<file path="src/rtl/pll_md_responder.sv">
// Responder side of the PLL MD reconfiguration port: register bank, pointer and emulated lock.
// Optional write-protect key in the top register: define PLL_MD_WPROT_EN.
module pll_md_responder #(
  parameter int         NUM_REGS      = 32,
  parameter int         ADDR_W        = 5,
  parameter int         LOCK_CYCLES   = 64,
  parameter logic [7:0] MULTI_FAC_RST = 8'd14
) (
  input  logic       mdclk,
  input  logic       mdrst_n,
  input  logic       reset,
  input  logic [1:0] mdopc,
  input  logic       mdainc,
  input  logic [7:0] mdwdi,
  output logic [7:0] mdrdo,
  output logic       lock,
  output logic [7:0] cfg_mult
);

  localparam logic [1:0] OPC_NOP     = 2'b00;
  localparam logic [1:0] OPC_WRITE   = 2'b01;
  localparam logic [1:0] OPC_READ    = 2'b10;
  localparam logic [1:0] OPC_SETADDR = 2'b11;

  localparam int               CNT_W    = $clog2(LOCK_CYCLES);
  localparam logic [CNT_W-1:0] CNT_LAST = CNT_W'(LOCK_CYCLES - 1);

  typedef enum logic {
    ST_ACQUIRE = 1'b0,
    ST_LOCKED  = 1'b1
  } lock_state_t;

  lock_state_t                    state_reg, state_next;
  logic [CNT_W-1:0]               cnt_reg, cnt_next;
  logic [ADDR_W-1:0]              ptr_reg, ptr_next;
  logic [7:0]                     mdrdo_reg, mdrdo_next;
  logic [NUM_REGS-1:0][7:0]       bank;
  logic                           lock_int;
  logic                           busy;
  logic                           wr_allowed;
  logic                           wr_accept;
  logic                           disturb;
  logic                           unused_wdi;

  // Only the low ADDR_W bits of mdwdi matter for SETADDR; the rest are deliberately ignored.
  assign unused_wdi = ^mdwdi;

  assign busy    = ~lock_int & ~reset;
  assign bank[0] = {lock_int, busy, 6'b00_0000};

`ifdef PLL_MD_WPROT_EN
  assign wr_allowed = (ptr_reg == ADDR_W'(NUM_REGS - 1)) || (bank[NUM_REGS-1] == 8'hA5);
`else
  assign wr_allowed = 1'b1;
`endif

  // Address 0 is the status register, so writes there never land and never disturb lock.
  assign wr_accept = (mdopc == OPC_WRITE) && (ptr_reg != '0) && wr_allowed;
  assign disturb   = reset | wr_accept;

  genvar gi;
  generate
    for (gi = 1; gi < NUM_REGS; gi++) begin : g_reg
      localparam logic [7:0] RST_VAL = (gi == 1) ? MULTI_FAC_RST : 8'h00;
      logic [7:0] data_reg;

      always_ff @(posedge mdclk or negedge mdrst_n) begin
        if (!mdrst_n) begin
          data_reg <= RST_VAL;
        end else if (wr_accept && (ptr_reg == ADDR_W'(gi))) begin
          data_reg <= mdwdi;
        end
      end

      assign bank[gi] = data_reg;
    end
  endgenerate

  always_comb begin
    ptr_next   = ptr_reg;
    mdrdo_next = mdrdo_reg;
    case (mdopc)
      OPC_WRITE: begin
        if (mdainc) ptr_next = ptr_reg + ADDR_W'(1);
      end
      OPC_READ: begin
        mdrdo_next = bank[ptr_reg];
        if (mdainc) ptr_next = ptr_reg + ADDR_W'(1);
      end
      OPC_SETADDR: begin
        ptr_next = mdwdi[ADDR_W-1:0];
      end
      default: begin
        ptr_next = ptr_reg;
      end
    endcase
  end

  always_ff @(posedge mdclk or negedge mdrst_n) begin
    if (!mdrst_n) begin
      ptr_reg   <= '0;
      mdrdo_reg <= 8'h00;
    end else begin
      ptr_reg   <= ptr_next;
      mdrdo_reg <= mdrdo_next;
    end
  end

  // Lock emulation: state register.
  always_ff @(posedge mdclk or negedge mdrst_n) begin
    if (!mdrst_n) begin
      state_reg <= ST_ACQUIRE;
      cnt_reg   <= '0;
    end else begin
      state_reg <= state_next;
      cnt_reg   <= cnt_next;
    end
  end

  // Lock emulation: next state; the counter freezes once locked.
  always_comb begin
    state_next = state_reg;
    cnt_next   = cnt_reg;
    if (disturb) begin
      state_next = ST_ACQUIRE;
      cnt_next   = '0;
    end else begin
      case (state_reg)
        ST_ACQUIRE: begin
          if (cnt_reg == CNT_LAST) state_next = ST_LOCKED;
          else                     cnt_next   = cnt_reg + CNT_W'(1);
        end
        ST_LOCKED: begin
          state_next = ST_LOCKED;
        end
        default: begin
          state_next = ST_ACQUIRE;
        end
      endcase
    end
  end

  // Lock emulation: outputs.
  always_comb begin
    lock_int = (state_reg == ST_LOCKED);
  end

  assign lock     = lock_int;
  assign mdrdo    = mdrdo_reg;
  assign cfg_mult = bank[1];

endmodule

</file>
<file path="config.mk">
export PLATFORM = sky130hd
export DESIGN_NAME = pll_md_responder
export DESIGN_NICKNAME = d
export VERILOG_FILES = /design/src/rtl/pll_md_responder.sv
export SDC_FILE = /design/constraint.sdc
export NUM_CORES = 1
export LEC_CHECK = 0
export CORE_MARGIN = 5
export CORE_UTILIZATION = 55
export CTS_BUF_LIST = sky130_fd_sc_hd__clkbuf_8
export DETAILED_ROUTE_END_ITERATION = 7
export GPL_TIMING_DRIVEN = 0
export PLACE_DENSITY = 0.75
export SLEW_MARGIN = 25
export SYNTH_ARGS = -nofsm -noshare
export SYNTH_HDL_FRONTEND = slang
export SYNTH_SLANG_ARGS = --single-unit
</file>
<file path="constraint.sdc">
create_clock -name mdclk -period 2.8 [get_ports mdclk]
set_clock_uncertainty 0.15 [all_clocks]
set_input_delay 0.42 -clock mdclk [delete_from_list [all_inputs] [get_ports mdclk]]
set_output_delay 0.42 -clock mdclk [all_outputs]
set_load 0.01 [all_outputs]
</file>
==> results of run 1 <==
[worst max path at each step]
stage                                              to  slack, ns  depth (start not counted)
CTS                 g_reg[25].data_reg[6]$_DFFE_PN0P_     -0.008                          7
finish                           mdrdo[2]$_DFFE_PN0N_       0.05                          7
floorplan           g_reg[15].data_reg[0]$_DFFE_PN0P_       0.47                          9
global route         g_reg[9].data_reg[3]$_DFFE_PN0P_     -0.006                          7
global placement              cfg_mult[0]$_DFFE_PN0P_     -10.22                          1
detailed placement               mdrdo[2]$_DFFE_PN0N_      -0.38                          7
[worst register-to-register path: cells and delay by family, from the launching register on]
| kind | cells | cell delay, ns |
|---|---|---|
| DFF | 1 | 0.43 |
| buffers and inverters | 3 | 0.65 |
| and+or+nand+nor | 3 | 0.62 |
| muxes | 2 | 0.75 |
[power by group]
part / leakage (nW) / total [W] / switching [W] / internal (W)
Combinational: 2.78 / 0.00462 / 0.00225 / 0.00237
Sequential: 3.54 / 0.00619 / 0.000795 / 0.00539
Clock: 0.555 / 0.00368 / 0.00157 / 0.00211
Total: 6.87 / 0.0145 / 0.00462 / 0.00987
[layout make-up]
type / count / area [um^2]
tap: 285 / 357
inverter: 8 / 33.8
multi-input combinational: 566 / 5650
timing repair buffer: 52 / 621
clock buffer: 64 / 881
sequential: 268 / 6710
buffer: 58 / 313
clock inverter: 18 / 101
fill: 1663 / 7970
[metal layers]
| layer | wire length [um] | share of wire (%) |
|---|---|---|
| met2 | 15500 | 46 |
| met1 | 14300 | 42 |
| met4 | 1340 | 3.9 |
| met5 | 0 | 0 |
| met3 | 2890 | 8.5 |
[what timing repair did]
action / in CTS / in global routing
buffers inserted: 15 / 3
hold endpoints to repair: 54 / 0
gates resized for setup: 13 / 7
setup endpoints to repair: 143 / 73
hold buffers: 1 / 0
pin swaps: 8 / 3
[Yosys cell counts (11+ instances only)]
library cell,instances,area (um^2)
a211oi_1,11,82.6
buf_2,14,70.1
clkbuf_1,32,120
dfrtp_1,265,6630
mux2_2,258,2910
mux2i_1,55,551
mux4_1,14,368
mux4_2,14,315
nand2_1,22,82.6
nor2_1,28,105
nor2_2,26,163
nor2b_1,14,87.6
o22ai_1,14,87.6
o32ai_1,11,96.3
[cells by family after synthesis]
group / count (synthesis) / share of synthesized area [%]
adders and majority gates: 10 / 0.991
xor gates and xnor gates: 5 / 0.347
AOI/OAI and AO/OA: 71 / 4.17
DFF: 268 / 53.1
and+or+nand+nor: 138 / 5.67
muxes: 342 / 32.9
buffers and inverters: 68 / 2.80
[metrics by stage]
stage,TNS (ns),util [%]
floorplan,0,-
global route,-0.00638,64.8
CTS,-0.0139,64.4
detailed placement,-23.92,59.1
global placement,-2742.83,58.7
finish,0,64.8
==> results.py, run 1 <==
metrics = {
    "finish": {
        "final_common_cell": "dfrtp_1",
        "layout-drive-gt1-share_pct": 41.6,
        "fin_area_mm2": 0.0147,
        "final_cell_mix": "dfrtp_1, mux2_2, clkbuf_8, mux2i_1, clkbuf_1",
        "largest_register_ff_count": 240,
        "syn_to_final_growth_pct": 16.2,
        "final_cells": 1319,
        "diodes": 0,
        "nNetsFinal": 1024,
    },
    "logic_synthesis": {
        "synth_nets": 926,
        "syn_area_per_cell_um2": 14.0,
        "synth_cell_types": 46,
        "yosysSeqAreaShare_pct": 53.1,
        "synth-edff-count": 0,
        "syn_inst": 902,
        "syn-cell-area_mm2": 0.0126,
        "yosysWarnings": 0,
        "synth-async-reset-ratio_pct": 100,
        "ys_ff_latch": 268,
        "ys.flop_type": "dfrtp_1",
    },
    "route": {
        "firstDrtPassIters": 7,
        "finalWirelength_mm": 34.1,
        "postRouteAntennaNets": 0,
        "vias": 8335,
        "drc": 0,
        "wl_per_cell_um": 25.8,
        "via_per_inst": 6.32,
        "drt_iter0_drc": 799,
    },
    "clocking": {
        "cts_made_buffers": 46,
        "clkLatencyLatePin_ns": 0.56,
        "cts_max_level": 2,
        "clock_path_buffers": 3,
        "path_clk_slew_ns": 0.06,
        "cts_root_buf": "clkbuf_8",
        "cts_sinks": 268,
        "cts_tree": "built",
    },
    "grt": {
        "grt_pass1_wl_mm": 52.8,
        "antenna_found_initial": 0,
        "grt_max_degree": 80,
        "overflow": 0,
        "grt_pass1_vias": 8787,
        "grt_use_met2_pct": 41.4,
        "use_met1_pct": 36.4,
        "grt.busiest_layer": "met2",
        "grt_use_met3_pct": 6.81,
        "track_usage_pct": 26.6,
    },
    "sta": {
        "hold_slack_ns": 0.249,
        "fin_crit_ns": 2.75,
        "worst_slew_pin_slew_ns": 0.880,
        "setup_viol": 0,
        "finalHoldViolations": 0,
        "clock.fmax_ghz": 0.363,
        "final-max-slew-violation-count": 0,
        "relSlewSlack_pct": 41.3,
        "fin_ws_ns": 0.0480,
        "min_period_over_period_pct": 98.3,
    },
    "worst_setup_path": {
        "rrSetupSlack_ns": 0.08,
        "crit_path_end_kind": "flop",
        "crit_type": "primary input to flop",
        "r2r_start": "ptr_reg[0]$_DFFE_PN0P_",
        "critPathLaunchType": "primary input",
        "cp_slowest_stage_delay_ns": 0.74,
        "crit_fanout": 10,
        "cp_slowest_cell": "a2111oi_0",
        "reg2reg_depth": 8,
        "path_buf_inv": 3,
        "crit_family": "buffers and inverters",
        "timing.rr.end": "mdrdo[3]$_DFFE_PN0N_",
        "cp.required_ns": 3.06,
        "path_cells": "clkdlybuf4s50_1 -> inv_1 -> ha_1 -> clkbuf_1 -> nand2_1 -> a2111oi_0 -> a311oi_1",
        "cp-startpoint": "mdopc[0]",
        "worstPathArrival_ns": 3.01,
    },
    "power": {
        "powerDensity_mw_per_mm2": 988,
        "total_leakage_power_nw": 6.87,
        "power_w": 0.0145,
        "peakVddDrop_v": 0.000375,
    },
    "floorplanning": {
        "ios": 31,
        "die_w_um": 162,
        "initial_core_util_pct": 55.8,
        "core_area_mm2": 0.0226,
        "die_y_um": 162,
        "num_rows": 55,
        "dieArea_mm2": 0.0261,
    },
    "placement": {
        "place_congestion": 0.983,
        "place_ws_ns": -0.381,
        "dp.cells": 1220,
        "placed_cell_area_mm2": 0.0134,
        "hpwl_mm": 23.2,
        "portBuffers": 30,
    },
    "outcome": {
        "outcome": "completed",
    },
    "run": {
        "cap_violations": 0,
    },
    "hold_path": {
        "hp-class": "primary input to async pin",
    },
}
(Power assumes the default switching activity.)
==> inputs of run 2 (changes only) <==
--- a/config.mk
+++ b/config.mk
@@ -7,7 +7,7 @@
 export LEC_CHECK = 0
 export CORE_MARGIN = 5
 export CORE_UTILIZATION = 55
-export CTS_BUF_LIST = sky130_fd_sc_hd__clkbuf_8
+export CTS_BUF_LIST = sky130_fd_sc_hd__clkbuf_2
 export DETAILED_ROUTE_END_ITERATION = 7
 export GPL_TIMING_DRIVEN = 0
 export PLACE_DENSITY = 0.75
==> run 2 against run 1 <==
Net effect:
- the run now ends with negative setup slack left
- worst setup slack lost 0.075 ns
- clock power shrank 29%
- sequential share of layout area grew 1.4 points
- sequential power is essentially flat
- sequential cell count is the same
- cell count grew 2.4%
- critical endpoint is now cfg_mult[5]$_DFFE_PN0P_
- count of clock-buffer cells in the layout grew 35
- power shrank 7.6%
- combinational power is essentially flat
==> results.py, run 2 (same netlist as run 1, synthesis figures left out) <==
metrics = {
    "outcome": {
        "outcome": "finished, violations left",
        "violations": "negative setup slack",
    },
    "clocking": {
        "cts_tree": "built",
        "cts_root_buf": "clkbuf_2",
        "clock_path_buffers": 3,
        "cts_made_buffers": 70,
        "cts_max_level": 3,
        "path_clk_slew_ns": 0.11,
        "clkLatencyLatePin_ns": 0.83,
        "cts_sinks": 268,
    },
    "grt": {
        "use_met1_pct": 36.9,
        "grt_max_degree": 80,
        "grt_use_met3_pct": 6.35,
        "overflow": 0,
        "grt_pass1_wl_mm": 53.2,
        "grt_pass1_vias": 8956,
        "grt_use_met2_pct": 41.4,
        "grt.busiest_layer": "met2",
        "antenna_found_initial": 2,
        "track_usage_pct": 26.8,
    },
    "sta": {
        "fin_crit_ns": 2.83,
        "fin_ws_ns": -0.0274,
        "final-max-slew-violation-count": 0,
        "worst_slew_pin_slew_ns": 0.850,
        "setup_viol": 10,
        "relSlewSlack_pct": 43.3,
        "finalHoldViolations": 0,
        "rsz0062_at_grt": "yes",
        "min_period_over_period_pct": 101,
        "clock.fmax_ghz": 0.354,
    },
    "worst_setup_path": {
        "worstPathArrival_ns": 3.39,
        "cp.required_ns": 3.36,
        "critPathLaunchType": "flop",
        "crit_type": "flop to flop",
        "crit_fanout": 10,
        "crit_path_end_kind": "flop",
    },
    "finish": {
        "final_cell_mix": "dfrtp_1, mux2_2, clkbuf_2, mux2i_1, clkbuf_1",
        "syn_to_final_growth_pct": 12.7,
        "largest_register_ff_count": 240,
        "layout-drive-gt1-share_pct": 43.3,
        "final_common_cell": "dfrtp_1",
        "register_area_mm2": 0.00671,
        "fin_area_mm2": 0.0142,
        "nNetsFinal": 1045,
        "nFillCells": 1754,
        "final_cells": 1350,
        "multiInputGateArea_mm2": 0.00564,
    },
    "floorplanning": {
        "ios": 31,
        "initial_core_util_pct": 55.8,
        "die_y_um": 162,
        "die_w_um": 162,
        "dieArea_mm2": 0.0261,
        "core_area_mm2": 0.0226,
        "num_rows": 55,
    },
    "route": {
        "wl_per_cell_um": 25.2,
        "finalWirelength_mm": 34.1,
        "postRouteAntennaNets": 0,
        "via_per_inst": 6.31,
        "drc": 0,
        "firstDrtPassIters": 5,
        "vias": 8515,
        "drt_iter0_drc": 734,
    },
    "hold_path": {
        "hp-class": "primary input to async pin",
    },
    "placement": {
        "portBuffers": 30,
        "placed_cell_area_mm2": 0.0134,
        "place_congestion": 0.983,
        "dp.cells": 1220,
        "hpwl_mm": 23.2,
    },
    "run": {
        "cap_violations": 0,
    },
    "power": {
        "total_leakage_power_nw": 6.76,
        "powerDensity_mw_per_mm2": 941,
        "peakVddDrop_v": 0.000308,
    },
}
-- run 2: cell types whose count changed in the layout (fill, tap and decap cells not counted), sizes merged --
cell | previous run | this run
clkbuf | 96 | 131
inv | 20 | 11
clkinv | 3 | 9
buf | 48 | 45
clkinvlp | 2 | 3
diode | 0 | 1
-- run 2: area by class of cell --
cell class / count / area share (%)
buffer: 59 / 2.25
timing repair buffer: 48 / 4.03
multi-input combinational: 566 / 39.6
sequential: 268 / 47.2
clock inverter: 16 / 0.660
tap: 285 / 2.51
clock buffer: 99 / 3.48
antenna: 1 / 0.0176
inverter: 8 / 0.237
-- run 2: worst max-delay path, stage by stage (launching register included) --
cell,delay (ns)
dfrtp_1,0.44
buf_6,0.20
buf_12,0.18
buf_4,0.28
clkinvlp_4,0.16
ha_1,0.24
inv_1,0.07
and3_1,0.14
clkbuf_1,0.13
nand2_1,0.33
mux2_2,0.39
-- run 2: per-stage QoR --
stage	setup WS (ns)	total power (W)	util, %	hold WS [ns]	TNS [ns]
global route	-0.118	0.0141	62.8	0.0615	-2.38
floorplan	0.474	0.00914	-	-0.0256	0
finish	-0.0274	0.0134	62.8	0.0489	-0.120
global placement	-10.22	0.0105	58.7	0.330	-2742.83
detailed placement	-0.381	0.0107	59.1	0.234	-23.92
CTS	-0.0234	0.0134	62.6	0.0281	-0.0234
-- run 2: power by group --
part | internal, W | leakage [nW] | switching, W
Combinational | 0.00237 | 2.76 | 0.00224
Clock | 0.00103 | 0.457 | 0.00158
Sequential | 0.00537 | 3.54 | 0.000795
Total | 0.00877 | 6.76 | 0.00461
-- run 2: worst paths after layout --
kind                                                       start                                 to  slack (ns)  depth (start not counted)
worst min-delay path                                     mdrst_n  g_reg[19].data_reg[5]$_DFFE_PN0P_        0.05                          3
worst max register to register            ptr_reg[0]$_DFFE_PN0P_            cfg_mult[5]$_DFFE_PN0P_       -0.03                         10
min in group mdclk                                      mdwdi[5]  g_reg[13].data_reg[5]$_DFFE_PN0P_        0.17                          2
worst min register to register  g_reg[5].data_reg[4]$_DFFE_PN0P_   g_reg[5].data_reg[4]$_DFFE_PN0P_        0.35                          1
worst max-delay path                      ptr_reg[0]$_DFFE_PN0P_            cfg_mult[5]$_DFFE_PN0P_       -0.03                         10
max in group asynchronous                                mdrst_n  g_reg[30].data_reg[0]$_DFFE_PN0P_        2.07                          3
-- run 2: repair_timing --
item / 4_1_cts / 5_1_grt
hold endpoints to repair: 265 / 0
setup endpoints to repair: 124 / 57
resized for setup: 11 / 5
pin swaps: 6 / 1
buffers inserted: 12 / 1
hold buffers: 2 / 0
-- run 2: layer usage --
metal  vias to the layer above  wire length (um)
li1                       3602                 -
met1                      4397             14300
met2                       420             15600
met3                        96              2900
met4                         0              1270
met5                         -                 0
==> inputs of run 3 (changes only) <==
--- a/config.mk
+++ b/config.mk
@@ -6,11 +6,11 @@
 export NUM_CORES = 1
 export LEC_CHECK = 0
 export CORE_MARGIN = 5
-export CORE_UTILIZATION = 55
+export CORE_UTILIZATION = 35
 export CTS_BUF_LIST = sky130_fd_sc_hd__clkbuf_2
 export DETAILED_ROUTE_END_ITERATION = 7
 export GPL_TIMING_DRIVEN = 0
-export PLACE_DENSITY = 0.75
+export PLACE_DENSITY = 0.53
 export SLEW_MARGIN = 25
 export SYNTH_ARGS = -nofsm -noshare
 export SYNTH_HDL_FRONTEND = slang
==> run 3 against run 2 <==
Net effect:
- the flow still finishes with violations (negative setup slack)
- die area is 53% higher
- worst setup slack worse by 0.0063 ns
- register-to-register slack hardly changed
- cell count is 14% higher
- maximum frequency is 0.22% lower
- utilization is 22 points lower
- design area is 2.4% higher
- clock power is 17% higher
- first-iteration DRC count is 41% lower
- global-route usage is 7.3 points lower
- sequential share of layout area is 1.1 points lower
- wire length is 12% higher
- critical endpoint is now g_reg[25].data_reg[4]$_DFFE_PN0P_
- highest routed layer unchanged
==> results.py, run 3 (same netlist as run 1, synthesis figures left out) <==
metrics = {
    "outcome": {
        "outcome": "finished, violations left",
        "violations": "negative setup slack",
    },
    "sta": {
        "rsz0062_at_grt": "yes",
        "min_period_over_period_pct": 101,
        "setup_viol": 13,
        "clock.fmax_ghz": 0.353,
        "final-max-slew-violation-count": 0,
        "relSlewSlack_pct": 36.5,
        "hold_slack_ns": 0.123,
        "fin_crit_ns": 2.83,
        "fin_ws_ns": -0.0337,
        "worst_slew_pin_slew_ns": 0.953,
        "finalHoldViolations": 0,
    },
    "clocking": {
        "path_clk_slew_ns": 0.08,
        "cts_sinks": 268,
        "cts_root_buf": "clkbuf_2",
        "cts_tree": "built",
        "cts_made_buffers": 75,
        "cts_max_level": 3,
        "clock_path_buffers": 3,
        "clkLatencyLatePin_ns": 0.90,
    },
    "worst_setup_path": {
        "reg2reg_depth": 7,
        "cp.required_ns": 3.38,
        "cp.depth": 7,
        "critPathLaunchType": "flop",
        "cp_common_cell": "buf_4",
        "cp_slowest_stage_delay_ns": 0.54,
        "crit_fanout": 10,
        "path_cells": "buf_4 -> buf_4 -> inv_1 -> ha_1 -> nand3_1 -> nor2_2 -> mux2_2",
        "path_buf_inv": 3,
        "cp_slowest_cell": "nor2_2",
        "crit_path_end_kind": "flop",
        "crit_family": "simple AND/OR/NAND/NOR gates",
        "crit_type": "flop to flop",
        "worstPathArrival_ns": 3.41,
    },
    "power": {
        "peakVddDrop_v": 0.000333,
        "netSwitchingPower_w": 0.00478,
        "total_leakage_power_nw": 6.83,
        "p_int_w": 0.00907,
        "powerDensity_mw_per_mm2": 951,
        "power_frac_comb_pct": 33.6,
        "power.share.clock_pct": 22.0,
        "sw_frac_of_total_pct": 34.5,
        "pwr-share-seq_pct": 44.4,
    },
    "floorplanning": {
        "dieArea_mm2": 0.0400,
        "num_rows": 69,
        "ios": 31,
        "core_area_mm2": 0.0356,
        "die_y_um": 200,
        "initial_core_util_pct": 35.5,
        "die_w_um": 200,
    },
    "route": {
        "postRouteAntennaNets": 0,
        "firstDrtPassIters": 5,
        "wl_per_cell_um": 24.8,
        "via_per_inst": 5.36,
        "drc": 0,
        "vias": 8243,
        "wirelength_met1_mm": 17.4,
        "wl_met3_mm": 2.06,
        "drt_iter0_drc": 435,
        "finalWirelength_mm": 38.2,
        "wl_met2_mm": 17.9,
        "routed.top_layer": "met4",
    },
    "grt": {
        "grt_max_degree": 86,
        "track_usage_pct": 19.5,
        "antenna_found_initial": 2,
        "grt_pass1_vias": 8673,
        "grt_pass1_wl_mm": 57.2,
        "overflow": 0,
    },
    "placement": {
        "placed_cell_area_mm2": 0.0136,
        "portBuffers": 30,
        "place_congestion": 0.886,
        "place_ws_ns": -0.420,
        "hpwl_mm": 25.8,
    },
    "finish": {
        "nNetsFinal": 1048,
        "layout-drive-gt1-share_pct": 44.0,
        "final_cell_mix": "dfrtp_1, mux2_2, clkbuf_2, mux2i_1, clkbuf_1",
        "final_common_cell": "dfrtp_1",
        "fin_area_mm2": 0.0146,
        "post-route-util_pct": 40.9,
        "syn_to_final_growth_pct": 15.3,
        "largest_register_ff_count": 240,
    },
    "hold_path": {
        "hp-class": "primary input to flop",
        "min_path_cells": 2,
    },
    "run": {
        "cap_violations": 0,
    },
}
run 3: changes by cell type in the layout (fill, tap and decap cells not counted), sizes merged:
cell,previous run,this run
inv,11,7
clkbuf,131,144
clkinvlp,3,4
buf,45,43
dlygate4sd3,1,2
clkinv,9,10
diode,1,2
bufinv,1,3
run 3: worst paths after layout:
kind / to / slack, ns / from
max: g_reg[25].data_reg[4]$_DFFE_PN0P_ / -0.03 / ptr_reg[1]$_DFFE_PN0P_
min: g_reg[13].data_reg[5]$_DFFE_PN0P_ / 0.12 / mdwdi[5]
max reg2reg: g_reg[25].data_reg[4]$_DFFE_PN0P_ / -0.03 / ptr_reg[1]$_DFFE_PN0P_
min reg2reg: g_reg[25].data_reg[4]$_DFFE_PN0P_ / 0.35 / g_reg[25].data_reg[4]$_DFFE_PN0P_
max in group asynchronous: cnt_reg[0]$_DFFE_PN0P_ / 1.23 / mdrst_n
min in group asynchronous: g_reg[28].data_reg[4]$_DFFE_PN0P_ / 0.55 / mdrst_n
run 3: repair_timing:
| item | CTS | global route |
|---|---|---|
| pin swaps | 7 | 0 |
| resized for setup | 16 | 1 |
| endpoints found under the setup margin | 166 | 47 |
| gates cloned | 0 | 0 |
| setup buffers | 11 | 0 |
| hold endpoints to repair | 196 | 0 |
| hold buffers | 3 | 0 |
run 3: final cells by class:
class / count / area [um^2]
antenna: 2 / 5.00
buffer: 58 / 320
clock buffer: 113 / 566
clock inverter: 16 / 150
fill: 3395 / 21000
inverter: 8 / 33.8
multi-input combinational: 566 / 5630
sequential: 268 / 6710
tap: 461 / 577
timing repair buffer: 47 / 568
run 3: routing by layer:
layer  vias to the layer above  global-route usage, %
met1                      4340                   27.1
li1                       3627                      -
met2                       213                   30.4
met3                        63                   4.90
met5                         -                      0
met4                         0                   5.81
run 3: power by group through the flow:
stage | clock network [W] | registers, W | logic, W
CTS | 0.00315 | 0.00615 | 0.00467
global placement | 0 | 0.00620 | 0.00452
floorplan | 0 | 0.00600 | 0.00314
finish | 0.00305 | 0.00615 | 0.00465
detailed placement | 0 | 0.00622 | 0.00460
global route | 0.00339 | 0.00631 | 0.00497
run 3: through the flow:
stage                     power, W  setup TNS [ns]  cells
after floorplan            0.00914               0    902
after global placement      0.0107        -2981.57   1393
after detailed placement    0.0108          -39.32   1396
after CTS                   0.0140         -0.0687   1538
after global routing        0.0147           -1.07   1539
final                       0.0139          -0.208   1539
